[src/rtl/count_ah.sv]
// ---------------------------------------------------------------------------
// count_ah
//
// Timing/state core of the SPI multiplier peripheral FSM. It contains two
// independent registers that share one clock:
//
//   * A W-bit shift-register counter. Software parallel-loads a one-hot 1 and
//     then shifts it left once per sclk. When the 1 reaches bit W-1, W-1
//     bit-times have elapsed and countDone is raised.
//   * An SW-bit state register that holds the FSM state code.
//
// Ports
//   clk          rising-edge clock (SPI sclk in the peripheral)
//   reset        synchronous, active-high; clears both registers
//   mode         counter operation: 00 HOLD, 01 LEFT, 10 RIGHT, 11 PLOAD
//   parallelIn   value loaded into the counter in PLOAD
//   serialIn     bit shifted into bit 0 (LEFT) or bit W-1 (RIGHT)
//   parallelOut  registered counter contents
//   countDone    combinational copy of parallelOut[W-1]
//   d            next value for the state register
//   wrenable     state register write enable
//   q            registered state register contents
// ---------------------------------------------------------------------------
module count_ah #(
  parameter int W  = 9,
  parameter int SW = 3
) (
  input  logic          clk,
  input  logic          reset,
  input  logic [1:0]    mode,
  input  logic [W-1:0]  parallelIn,
  input  logic          serialIn,
  output logic [W-1:0]  parallelOut,
  output logic          countDone,
  input  logic [SW-1:0] d,
  input  logic          wrenable,
  output logic [SW-1:0] q
);

  typedef enum logic [1:0] {
    MODE_HOLD  = 2'b00,
    MODE_LEFT  = 2'b01,
    MODE_RIGHT = 2'b10,
    MODE_PLOAD = 2'b11
  } mode_e;

  logic [W-1:0]  cnt_reg;
  logic [W-1:0]  cnt_next;
  logic [SW-1:0] state_reg;
  logic [SW-1:0] state_next;

  // Counter next value. Shifts are plain shifts, never rotates: the bit that
  // falls off the end is discarded. Any mode value that does not match one
  // of the four codes (e.g. X in simulation) lands in the default branch and
  // holds the counter.
  always_comb begin
    cnt_next = cnt_reg;
    case (mode)
      MODE_HOLD:  cnt_next = cnt_reg;
      MODE_LEFT:  cnt_next = {cnt_reg[W-2:0], serialIn};
      MODE_RIGHT: cnt_next = {serialIn, cnt_reg[W-1:1]};
      MODE_PLOAD: cnt_next = parallelIn;
      default:    cnt_next = cnt_reg;
    endcase
  end

  // State register next value; it does not look at mode at all, so counter
  // activity and state writes can happen at the same edge.
  always_comb begin
    state_next = state_reg;
    if (wrenable) begin
      state_next = d;
    end
  end

  always_ff @(posedge clk) begin
    if (reset) begin
      cnt_reg   <= '0;
      state_reg <= '0;
    end else begin
      cnt_reg   <= cnt_next;
      state_reg <= state_next;
    end
  end

  assign parallelOut = cnt_reg;
  assign countDone   = cnt_reg[W-1];
  assign q           = state_reg;

endmodule

[config.mk]
export PLATFORM = sky130hd
export DESIGN_NAME = count_ah
export DESIGN_NICKNAME = d
export VERILOG_FILES = /design/src/rtl/count_ah.sv
export SDC_FILE = /design/constraint.sdc
export NUM_CORES = 1
export LEC_CHECK = 0
export CAP_MARGIN = 20
export CELL_PAD_IN_SITES_DETAIL_PLACEMENT = 1
export CELL_PAD_IN_SITES_GLOBAL_PLACEMENT = 1
export CORE_MARGIN = 2
export CORE_UTILIZATION = 27
export CTS_CLUSTER_SIZE = 25
export DETAILED_ROUTE_END_ITERATION = 10
export GPL_ROUTABILITY_DRIVEN = 0
export HOLD_SLACK_MARGIN = 0.02
export PLACE_DENSITY = 0.86
export SYNTH_ARGS = -nofsm -noshare
export SYNTH_HDL_FRONTEND = slang
export SYNTH_SLANG_ARGS = --single-unit
[constraint.sdc]
create_clock -name clk -period 1.1 [get_ports clk]
set_clock_uncertainty 0.1 [all_clocks]
set_input_delay 0.22 -clock clk [delete_from_list [all_inputs] [get_ports clk]]
set_output_delay 0.22 -clock clk [all_outputs]
set_load 0.1 [all_outputs]
After elaboration in Yosys (flattened, before gate mapping)
Index checks and enable logic that the tools add are counted.

Reduce and logical (&&, ||, !) cells: 1. Multiplexer cells: 1. Equal/unequal tests: 3.

Operator list (count): $pmux W9 S3 (1); $eq A2 B2 Y1 const B (2); $eq A2 B1 Y1 const B (1); $logic_not A2 Y1 (1).

Output and inout bits: 13. Bits of input ports: 18. Logic and storage cells: 7. Register bits after elaboration: 12.

Logic depth before layout (Yosys ltp)
Depth in word-level cells: 2. Gate-level depth with buffers: 4. Mapped depth without buffers: 2.

Worst setup path after synthesis
Ideal clock, no wire load.

Path kind: flip-flop to output port. From: reg cnt_reg[8], in the netlist parallelOut[8]. To: out parallelOut[8]. Buffers on the path: 1. Data arrival time: 1389 ps. Setup slack: -609 ps. Cell stages (with the launch flop): 2. Data required time: 780 ps. Cell sequence: dfxtp_1 buf_4.

RTL lines: start, declared (line 47) `logic [W-1:0] cnt_reg;`; start signal, assigned (line 81) `cnt_reg <= cnt_next;`; end, declared (line 33) `output logic [W-1:0] parallelOut,`.

No word-level cell between the ends.

Worst setup path in the final report
From: reg cnt_reg[8], in the netlist parallelOut[8]. To: out countDone.

RTL lines: end, declared (line 34) `output logic countDone,`.

No word-level cell between the ends.

==> summary.md <==
| Metric | Value |
|---|---|
| Synthesized instance count | `52` |
| Die Footprint | `0.00253 mm^2` |
| Share of the synthesized area in the top cell type | `41.5%` |
| Post-DP Area | `between 0.001 and 0.0015 mm^2` |
| Final max-slew violation count | `0` |
| Drt drc | `0` |
| Switching share of power | `36.2%` |
| Yosys top cell by area | `dfxtp_1` |
| RSZ-0062 raised after global routing | `true` |
| First-pass GRT wire length | `2700 um` |
| Post-Synth Simple-Gate Area | `under 10%` |
| YS warnings | `0` |
| Non-Filler Instances | `120` |
| Vias per cell | `4.68` |
| CTS tree | `yes` |
| Placement Rows | `16` |
| CTS buffer count | `3` |
| Area of the mapped netlist | `579 um^2` |
| P_int | `833 uW` |
| FILL cells | `approximately 210` |
| Placed instance count | `107` |
| Core box area | `0.00200 mm^2` |
| Register area | `about 280 um^2` |
| Top Ports | `31` |
| Drt pass-1 iters | `1` |
| Worst slew pin tran | `between 150 and 200 ps` |
| Worst Path Buf+Inv | `1` |
| Adder-cell share of the synthesized area | `0%` |
| Data required, critical path | `780 ps` |
| Most common cell after layout, fill and taps aside | `mux2i_1` |
| Leak pwr | `about 0.52 nW` |
| Largest stage delay, worst path | `around 390 ps` |
| Worst-path cell chain | `buf_12` |
| Synth Area in Compound Gates | `between 9 and 10%` |
| Crit-path max FO | `3` |
| Violation count after the first detailed-routing iteration | `0` |
| Fmax achieved | `862 MHz` |
| Starting Density | `28.9%` |
| Drt total wl | `1700 um` |
| Sequential share of power | `37.0%` |
| Crit end category | `output pin` |
| Area grow syn2layout | `106%` |
| Final worst path period share | `105%` |
| DR vias | `562` |
| Grt ovf | `0` |
| DPL Wire Length | `1140 um` |
| Fin. Hold Viols | `0` |
| Avg WL per Cell | `14.1 um` |
| Tmin final | `1160 ps` |
| CP delay by family, top | `flip-flops` |
| TNS Setup | `-396 ps` |
| Main combinational cell family by area after synthesis | `multiplexers` |
| Die Wd | `50.3 um` |
| Post-synthesis mux area share | `36.3%` |
| Port buffer count | `30` |
| Synth area leaders | `dfxtp_1 (41%), mux2i_1 (36%), o22ai_1 (9.7%)` |
| Worst ir drop on vdd | `0.597 mV` |
| Fin worst setup slack | `-59.9 ps` |
| Critical path arrival | `around 840 ps` |
| Cell variety after synth | `11` |
| Pin count of the biggest net entering global routing | `10` |
| Final setup viols | `13` |
| Die height | `50.3 um` |
| Area occupied by multi-input gates | `~290 um^2` |
| Syn Area/Cell | `about 11 um^2` |
| Switch Pwr | `473 uW` |
| Max clock buf depth | `2` |
| Max_cap viols | `0` |
| CP Launch Type | `flip-flop` |
| GRT Total Usage | `14.6%` |
| Power per cell area | `1100 mW/mm^2` |
| Xor-xnor portion of the synthesized cell area | `0%` |
| Failing checks | `setup timing` |
| Status | `finished with violations` |
| Crit-path slowest cell | `dfxtp_4` |
| Htree depth | `1` |
| Final ANT Viol Nets | `0` |
| Final Power | `1.31 mW` |
| Final #Nets | `113` |
| Share of post-route cells with drive strength above 1 | `between 40% and 50%` |
| Sequential cell area fraction in the yosys report | `41.5%` |
| Comb pwr share | `41.8%` |
| Worst hold-check path type | `flip-flop to flip-flop` |
| Worst skew pair latency | `~270 ps` |
| Diodes inserted | `0` |
| Setup CP Type | `flip-flop to output pin` |
| Cell area after layout | `0.00119 mm^2` |
| Antenna violations before repair | `0` |
| Commonest cells after routing, fill and taps aside | `mux2i_1 (21), clkdlybuf4s50_1 (16), buf_12 (14)` |
| Clock Pin Slew Worst Setup and Hold Paths | `80 ps` |
| #FFs+latches synth | `12` |
| Root Driver | `clkbuf_4` |
| Clock Power Share | `a little over a fifth` |
| Total clock sinks | `12` |
| Slew HR | `88.2%` |
| Vias in the first global route | `about 620` |
| Net Count, Synth | `70` |
==> power groups by stage <==
stage	logic [mW]	clock network, mW	registers (mW)
global placement	0.488	0	0.502
floorplan	0.117	0	0.671
finish	0.546	0.278	0.483
detailed placement	0.494	0	0.504
CTS	0.548	0.272	0.483
global route	0.567	0.305	0.487
==> worst paths after layout <==
kind                   from             end  slack (ps)  cells past startpoint
min                    q[2]            q[2]         430                      2
max          parallelOut[8]       countDone         -60                      1
max reg2reg  parallelOut[6]  parallelOut[5]         110                      3
min reg2reg            q[2]            q[2]         430                      2
==> stage by stage <==
step                      hold slack [ps]  util [%]  worst slack (ps)
final                                 432      59.5             -59.9
after global placement                398      53.2              -342
after CTS                             438      59.5             -57.6
after floorplan                       185         -             -92.5
after global routing                  458      59.5             -86.6
after detailed placement              419      53.2              -375
==> what timing repair did <==
item / CTS / global route
gates resized for setup: 3 / 0
hold buffers: 0 / 0
setup endpoints to repair: 22 / 13
setup buffers: 9 / 0
endpoints found under the hold margin: 0 / 0
cloned: 1 / 0
==> registers in the layout, indices dropped and copies added (netlist names) <==
register,count
q,3
parallelOut,9
==> logic make-up (layout without fill, tap and decap cells) <==
| family | count (synthesis) | in the layout |
|---|---|---|
| flip-flops | 12 | 12 |
| multiplexers | 21 | 21 |
| AND/OR/NAND/NOR | 5 | 5 |
| AO/OA/AOI/OAI | 9 | 9 |
| buffers and inverters | 5 | 46 |
==> area by class of cell <==
type | instances | share of cell area, %
multi-input cells | 35 | 24.6
repair buffers | 43 | 47.4
clock buffers | 3 | 1.89
well taps | 27 | 2.84
flip-flops and latches | 12 | 23.3
==> cells in the mapped netlist <==
library cell  count
buf_12            1
buf_2             1
buf_4             1
buf_6             1
clkbuf_2          1
dfxtp_1          12
mux2i_1          21
nand2b_1          1
nor2_1            3
o22ai_1           9
or2_1             1
==> per-layer routing <==
metal	GRT usage [%]	vias to the layer above	part of all wire (%)
li1	-	274	-
met1	15.1	261	38
met2	25.9	25	54
met3	3.57	2	6.7
met4	9.46	0	0.82
met5	0	-	0
Note: power is estimated with default switching activity, not from simulation.
